## config.mk

```make
export PLATFORM = sky130hd
export DESIGN_NAME = bit_serializer
export DESIGN_NICKNAME = d
export VERILOG_FILES = /design/src/rtl/bit_serializer.sv
export SDC_FILE = /design/constraint.sdc
export NUM_CORES = 1
export LEC_CHECK = 0
export CORE_MARGIN = 3
export CORE_UTILIZATION = 51
export CTS_BUF_LIST = sky130_fd_sc_hd__clkbuf_2 sky130_fd_sc_hd__clkbuf_4 sky130_fd_sc_hd__clkbuf_8
export DETAILED_ROUTE_END_ITERATION = 7
export GPL_ROUTABILITY_DRIVEN = 0
export GPL_TIMING_DRIVEN = 0
export PLACE_DENSITY = 0.78
export SLEW_MARGIN = 20
export SYNTH_ARGS = -nofsm -noshare
export SYNTH_HDL_FRONTEND = slang
export SYNTH_SLANG_ARGS = --single-unit
```

## constraint.sdc

```tcl
create_clock -name clk -period 4.5 [get_ports clk]
set_input_delay 0.9 -clock clk [delete_from_list [all_inputs] [get_ports clk]]
set_output_delay 0.9 -clock clk [all_outputs]
set_load 0.02 [all_outputs]
```

## src/rtl/bit_serializer.sv

```systemverilog
// bit_serializer
//
// Parallel-to-serial feeder for the pattern-detector path. Words arrive over a
// valid/ready handshake, wait in a small FIFO, and leave one bit per clock on a
// registered serial line. Consecutive words stream with no gap bits. When no
// bit is pending, the line sits at IDLE_LEVEL.
//
// Parameters:
//   WIDTH      word width in bits (>= 2)
//   DEPTH      FIFO entries (power of 2, >= 2)
//   MSB_FIRST  1: bit WIDTH-1 goes out first; 0: bit 0 goes out first
//   IDLE_LEVEL level driven on data_out when no data bit is valid
//
// Ports:
//   clk          rising-edge clock
//   reset_n      asynchronous active-low reset
//   flush        synchronous clear of FIFO and shifter (beats push and pop)
//   in_data      word to serialize
//   in_valid     in_data is valid
//   in_ready     combinational: !full && !flush
//   data_out     registered serial bit, drives the detector data_in
//   bit_valid    registered: data_out carries a data bit
//   frame_start  registered: high during the first bit of each word
//   busy         registered: shifter is in SHIFT
//   fifo_level   words held in the FIFO, not counting the word in the shifter

module bit_serializer #(
  parameter int unsigned WIDTH      = 8,
  parameter int unsigned DEPTH      = 4,
  parameter bit          MSB_FIRST  = 1'b1,
  parameter bit          IDLE_LEVEL = 1'b0
) (
  input  logic                   clk,
  input  logic                   reset_n,
  input  logic                   flush,
  input  logic [WIDTH-1:0]       in_data,
  input  logic                   in_valid,
  output logic                   in_ready,
  output logic                   data_out,
  output logic                   bit_valid,
  output logic                   frame_start,
  output logic                   busy,
  output logic [$clog2(DEPTH):0] fifo_level
);

  localparam int unsigned PtrW = $clog2(DEPTH);
  localparam int unsigned LvlW = PtrW + 1;
  localparam int unsigned CntW = $clog2(WIDTH);

  localparam logic [CntW-1:0] LastBit  = CntW'(WIDTH - 1);
  localparam logic [LvlW-1:0] LevelMax = LvlW'(DEPTH);

  typedef enum logic [0:0] {
    StIdle,
    StShift
  } state_e;

  // ---------------------------------------------------------------------------
  // FIFO storage and bookkeeping
  // ---------------------------------------------------------------------------
  logic [WIDTH-1:0] mem_q [DEPTH];
  logic [PtrW-1:0]  wr_ptr_q, wr_ptr_d;
  logic [PtrW-1:0]  rd_ptr_q, rd_ptr_d;
  logic [LvlW-1:0]  level_q, level_d;

  logic             full;
  logic             empty;
  logic             push;
  logic             pop;
  logic [WIDTH-1:0] head;

  assign full     = (level_q == LevelMax);
  assign empty    = (level_q == '0);
  // No look-ahead to a same-cycle pop: a full FIFO always refuses.
  assign in_ready = !full && !flush;
  assign push     = in_valid && in_ready;
  assign head     = mem_q[rd_ptr_q];

  // Storage is not reset; pointers and level alone define what is valid.
  always_ff @(posedge clk) begin
    if (push) begin
      mem_q[wr_ptr_q] <= in_data;
    end
  end

  always_comb begin
    wr_ptr_d = wr_ptr_q;
    rd_ptr_d = rd_ptr_q;
    level_d  = level_q;

    if (push) begin
      wr_ptr_d = wr_ptr_q + PtrW'(1);
    end
    if (pop) begin
      rd_ptr_d = rd_ptr_q + PtrW'(1);
    end

    case ({push, pop})
      2'b10:   level_d = level_q + LvlW'(1);
      2'b01:   level_d = level_q - LvlW'(1);
      default: level_d = level_q;
    endcase

    if (flush) begin
      wr_ptr_d = '0;
      rd_ptr_d = '0;
      level_d  = '0;
    end
  end

  always_ff @(posedge clk or negedge reset_n) begin
    if (!reset_n) begin
      wr_ptr_q <= '0;
      rd_ptr_q <= '0;
      level_q  <= '0;
    end else begin
      wr_ptr_q <= wr_ptr_d;
      rd_ptr_q <= rd_ptr_d;
      level_q  <= level_d;
    end
  end

  // ---------------------------------------------------------------------------
  // Shifter FSM
  // ---------------------------------------------------------------------------
  // cnt_q is the transmit-order index of the bit currently on data_out.
  // shreg_q holds the not-yet-sent bits, aligned so the next one to send sits
  // at the MSB (MSB_FIRST) or LSB (LSB first) end.
  state_e           state_q, state_d;
  logic [CntW-1:0]  cnt_q, cnt_d;
  logic [WIDTH-1:0] shreg_q, shreg_d;
  logic             data_q, data_d;
  logic             bit_valid_q, bit_valid_d;
  logic             frame_start_q, frame_start_d;
  logic             busy_q, busy_d;
  logic             load;

  always_comb begin
    state_d       = state_q;
    cnt_d         = cnt_q;
    shreg_d       = shreg_q;
    data_d        = IDLE_LEVEL;
    bit_valid_d   = 1'b0;
    frame_start_d = 1'b0;
    busy_d        = 1'b0;
    load          = 1'b0;

    if (flush) begin
      state_d = StIdle;
      cnt_d   = '0;
      shreg_d = '0;
    end else begin
      unique case (state_q)
        StIdle: begin
          if (!empty) begin
            load = 1'b1;
          end
        end
        StShift: begin
          if (cnt_q != LastBit) begin
            data_d      = MSB_FIRST ? shreg_q[WIDTH-1] : shreg_q[0];
            shreg_d     = MSB_FIRST ? (shreg_q << 1) : (shreg_q >> 1);
            cnt_d       = cnt_q + CntW'(1);
            bit_valid_d = 1'b1;
            busy_d      = 1'b1;
          end else if (!empty) begin
            // Last bit on the line and another word waiting: reload now so the
            // next word follows with no idle bit.
            load = 1'b1;
          end else begin
            state_d = StIdle;
            cnt_d   = '0;
          end
        end
        default: begin
          state_d = StIdle;
          cnt_d   = '0;
        end
      endcase
    end

    if (load) begin
      state_d       = StShift;
      cnt_d         = '0;
      data_d        = MSB_FIRST ? head[WIDTH-1] : head[0];
      shreg_d       = MSB_FIRST ? (head << 1) : (head >> 1);
      bit_valid_d   = 1'b1;
      frame_start_d = 1'b1;
      busy_d        = 1'b1;
    end
  end

  assign pop = load;

  always_ff @(posedge clk or negedge reset_n) begin
    if (!reset_n) begin
      state_q       <= StIdle;
      cnt_q         <= '0;
      shreg_q       <= '0;
      data_q        <= IDLE_LEVEL;
      bit_valid_q   <= 1'b0;
      frame_start_q <= 1'b0;
      busy_q        <= 1'b0;
    end else begin
      state_q       <= state_d;
      cnt_q         <= cnt_d;
      shreg_q       <= shreg_d;
      data_q        <= data_d;
      bit_valid_q   <= bit_valid_d;
      frame_start_q <= frame_start_d;
      busy_q        <= busy_d;
    end
  end

  assign data_out    = data_q;
  assign bit_valid   = bit_valid_q;
  assign frame_start = frame_start_q;
  assign busy        = busy_q;
  assign fifo_level  = level_q;

endmodule

```

After elaboration in Yosys (flattened, before gate mapping)
Memories as Yosys holds them, arrays and structs flattened.
Cells that the tools add are included.

operators by class
  eq/ne operators = 4
  mux-type cells = 34
  bitwise logic cells = 1
  $add $sub $neg = 5
  reductions and logical operators = 13

operators by type and width
  operator             count
  $mux 8               4
  $mux 1               18
  $mux 3               6
  $reduce_bool 3->1    3
  $mux 2               4
  $add 3x1->3 const B  2
  $pmux 3 s2           1
  $add 2x1->2 const B  2
  $reduce_and 2->1     2
  $reduce_bool 2->1    2
  $reduce_bool 4->1    1
  $eq 3x3->1 const B   1
  $logic_not 3->1      1
  $ne 3x3->1 const B   1
  $sub 3x1->3 const B  1
  $eq 2x1->1 const B   1
  $eq 2x2->1 const B   1
  $logic_and 1x1->1    2
  $logic_not 1->1      2
  $pmux 1 s2           1
  $not 1->1            1

storage, ports and cells
  memories kept = 1
  logic and storage cells = 67
  memory bits (writable) = 32
  register bits after elaboration = 22
  output and inout port bits = 8

memory list
  memory  words  width  read ports  clocked after memory_dff  wr ports  RTL line  RTL
  mem_q   4      8      1           0                         1         61        logic [WIDTH-1:0] mem_q [DEPTH];

Logic depth before layout (Yosys ltp)
  word-level depth = 8
  mapped depth = 10

Worst setup path after synthesis
Ideal clock, no wire load.

  path kind = input-to-reg
  start point = input port flush
  end point = register level_q[2] (netlist: fifo_level[2])
  setup time = 125 ps
  arrival = 2845 ps
  cell stages on the path = 7
  setup slack = 1530 ps
  cell sequence = clkbuf_1 clkbuf_1 nor3_1 fa_1 or3_1 mux2_2 mux2_4

on the way
  cells in the longest elaborated chain, start to end = 6
  elaborated cells on any way between the ends = 9
  those cells by class = 2 x eq/ne; 3 x mux; 4 x reduce/logical

RTL lines
  item                                      RTL line  RTL
  from (decl)                               35        input logic flush,
  $logic_not 1->1                           75        assign in_ready = !full && !flush;
  $logic_and 1x1->1                         75
  $logic_and 1x1->1                         76        assign push = in_valid && in_ready;
  $eq 2x1->1 or $eq 2x2->1 (tied branches)  98        case ({push, pop})
  $pmux 3 s2                                98
  $mux 3                                    104       if (flush) begin
  to (signal assigned)                      119       level_q <= level_d;
  to (decl)                                 64        logic [LvlW-1:0] level_q, level_d;

Parallel ways exist; a longest one is shown, timed or not.
A chain may end at the register's enable or synchronous reset.

Worst setup path after layout
  start point = input port flush
  end point = output port in_ready

on the way
  cells in the longest elaborated chain, start to end = 2

RTL lines
  item               RTL line  RTL
  $logic_not 1->1    75
  $logic_and 1x1->1  75
  to (decl)          38        output logic in_ready,

Every way passes these cells.

==> metrics.md <==
| Metric | Value |
|---|---|
| Outcome | finished clean |
| Clock Skew | 0.00392 ns |
| CP Depth | 4 |
| Sequential area share after synthesis | 64.8% |
| Hold Crit Depth | 2 |
| Worst hold endpoint | shreg_q[7] |
| Num ports | 20 |
| Final worst path period share | 69.3% |
| Post-Syn Instances | 156 |
| HP Class | reg -> reg |
| PostCTS Resize Cnt | 0 |
| Power Density | 533 mW/mm² |
| Drt via density | 5.71 |
| Starting Density | 55.0% |
| TritonCTS clock tree | done |
| Port Buffers | 18 |
| Largest net degree at the start of global routing | 22 |
| Ratio of cells with drive above 1 in the final layout | 15.4% |
| Pre-Repair DR Iteration Count | 4 |
| Initial antenna violation count | 0 |
| Yosys warning total | 0 |
| Slew Viols, Final | 0 |
| Mapped Nets | 175 |
| Multi-input logic area | 746 µm² |
| DRC Markers | 0 |
| Clock latency on the worst-skew pair | 0.30 ns |
| FF-to-FF End | fifo_level[2] |
| Synthesized flop and latch total | 53 |
| Global-route wire length before repair | 6700 µm |
| Reg2reg path depth | 10 |
| WL met3 | 180 µm |
| Layout net count | 200 |
| DIE HEIGHT | 73.1 µm |
| Crit path max-delay family | buffers and inverters |
| Setup violators final | 0 |
| MaxCap Viol Count | 0 |
| Num rows | 23 |
| Antenna Diode Count | 0 |
| Max transition margin | 37.0% |
| Worst path max stage delay | 0.56 ns |
| CTS Hold Bufs | 0 |
| Post-route ant nets | 0 |
| Via count of the first global-routing pass | 1392 |
| Final Routed Wirelength | 3930 µm |
| Type of origin of the critical path | input pin |
| Synthesized area | 0.00229 mm² |
| Fmax | 0.321 GHz |
| Via count | 1325 |
| Slowest CP cell | clkdlybuf4s50_1 |
| Top_reg_cell synth | edfxtp_1 |
| Synth cell types | 34 |
| Worst path bufs/invs | 3 |
| Clock tree buffer depth | 2 |
| Routed wl met2 | 2100 µm |
| Peak VDD IR | 0.000250 V |
| Sequential cell area | 0.00149 mm² |
| First DRT Iteration DRCs | 100 |
| Slew @ Worst Pin | 0.942 ns |
| CP dominant cell by count | clkbuf_1 |
| H-Tree Level Count | 2 |
| CTS Buf Count | 5 |
| Crit end category | output pin |
| CP Max Fanout | 10 |
| Hold Startpoint | shreg_q[6] |
| Post-CTS Setup Repair Bufs | 0 |
| Cell leakage power | 1.01 nW |
| R2R Setup Slk | 1.51 ns |
| Required @ worst endpoint | 3.60 ns |
| Critical Path, Cell by Cell | clkbuf_1 > clkbuf_1 > nor2_1 > clkdlybuf4s50_1 |
| Shortest period the worst path allows | 3.12 ns |
| RSZ-0062 raised after global routing | no |
| CTS root buf | clkbuf_8 |
| Clock sinks | 53 |
| Fin. Hold Viols | 0 |
| WP data arrival | 2.22 ns |
| Critical path type | in -> out |
| FFs w/ async S/R, synth | 39.6% |
| Hold slack | 0.585 ns |
| Die area | 0.00534 mm² |
| Top sig layer | met4 |
| Tot Pwr | 1.40 mW |
| Post-synth EDFFs | 32 |
| Area Growth Syn to Fin | 14.3% |
| GRT overflow | 0 |
| Hpwl dp | 2780 µm |
| Die width | 73.1 µm |
| Fin Setup TNS | 0 ns |
| Fill cells | 295 |
| DRT met1 WL | 1610 µm |
| Core ar. | 0.00417 mm² |
| Syn Area/Cell | 14.7 µm² |
| Gr usage total | 16.6% |
| WL/cell | 16.9 µm |
| Final Util | 62.9% |
| Clock Pin Slew Worst Setup and Hold Paths | 0.09 ns |
| Critical R2R Launch | cnt_q[0] |
[per-stage QoR]
| step | cells | cell area, µm² | setup slack [ns] |
|---|---|---|---|
| global placement | 224 | 2540 | 1.21 |
| CTS | 232 | 2620 | 1.38 |
| detailed placement | 224 | 2540 | 1.18 |
| global route | 232 | 2620 | 1.31 |
| finish | 232 | 2620 | 1.38 |
| floorplan | 156 | 2290 | 1.53 |
[registers in the layout (all words and copies together) (netlist names)]
signal,cells
rd_ptr_q,2
busy,1
state_q,1
frame_start,1
mem_q,32
shreg_q,7
fifo_level,3
wr_ptr_q,2
cnt_q,3
data_out,1
[metal layers]
| layer | vias to the layer above | track usage (%) |
|---|---|---|
| li1 | 617 | - |
| met1 | 672 | 20.9 |
| met2 | 30 | 27.8 |
| met3 | 6 | 3.72 |
| met4 | 0 | 6.35 |
| met5 | - | 0 |
[cell families after synthesis]
| logic type | Yosys count | share of synthesized area (%) |
|---|---|---|
| flops | 53 | 64.8 |
| simple gates | 46 | 10.4 |
| compound gates | 19 | 5.29 |
| mux | 15 | 11.2 |
| buf+inv | 13 | 2.73 |
| fa+ha+maj | 7 | 4.14 |
| xor+xnor | 3 | 1.47 |
[cell type report]
| type | instances | area share, % |
|---|---|---|
| multi-input cells | 90 | 28.4 |
| clock inverters | 2 | 0.381 |
| inverters | 2 | 0.286 |
| plain buffers | 11 | 2.10 |
| flip-flops and latches | 53 | 56.7 |
| clock buffers | 6 | 2.91 |
| well taps | 50 | 2.38 |
| repair buffers | 18 | 6.87 |
[power by group]
part	switching [mW]	total (mW)	leakage, nW	internal (mW)
logic	0.261	0.487	0.390	0.226
registers	0.0529	0.652	0.570	0.599
clock network	0.146	0.261	0.0484	0.114
total	0.460	1.40	1.01	0.939
[tightest hold or removal path, cell delays in order, from the launching register on]
cell,delay [ns]
dfrtp_1,0.39
nor2_1,0.11
a211oi_1,0.05
[worst max-delay path by stage]
stage	from	endpoint	slack (ns)
2_1_floorplan	flush	fifo_level[2]	1.53
3_3_place_gp	in_valid	fifo_level[2]	1.21
3_5_place_dp	in_valid	fifo_level[2]	1.18
4_1_cts	flush	in_ready	1.38
5_1_grt	flush	in_ready	1.31
6_report	flush	in_ready	1.38
[cell usage after synthesis, drive strengths merged, types with 5 or more instances]
master | instances | area [µm²]
a21oi | 9 | 45.0
clkbuf | 5 | 18.8
ha | 6 | 75.1
a211oi | 6 | 45.0
dfrtp | 21 | 526
nor2 | 17 | 71.3
nor3 | 6 | 30.0
nand2 | 8 | 30.0
edfxtp | 32 | 961
mux4 | 8 | 180
buf | 6 | 36.3
[placed cells by master (no fill, tap or decap), drive strengths merged]
master | Yosys | routed
a211oi | 6 | 6
a21o | 1 | 1
a21oi | 9 | 9
a22oi | 1 | 1
and2 | 4 | 4
buf | 6 | 6
clkbuf | 5 | 11
clkdlybuf4s50 | 0 | 18
clkinv | 0 | 2
dfrtp | 21 | 21
edfxtp | 32 | 32
fa | 1 | 1
ha | 6 | 6
inv | 2 | 2
mux2 | 3 | 3
mux2i | 4 | 4
mux4 | 8 | 8
nand2 | 8 | 8
nand2b | 2 | 2
nand3 | 1 | 1
nor2 | 17 | 17
nor2b | 3 | 3
nor3 | 6 | 6
nor3b | 2 | 2
o21ai | 1 | 1
o31ai | 1 | 1
or2b | 1 | 1
or3 | 2 | 2
xnor2 | 2 | 2
xor2 | 1 | 1
(Power assumes the default switching activity.)
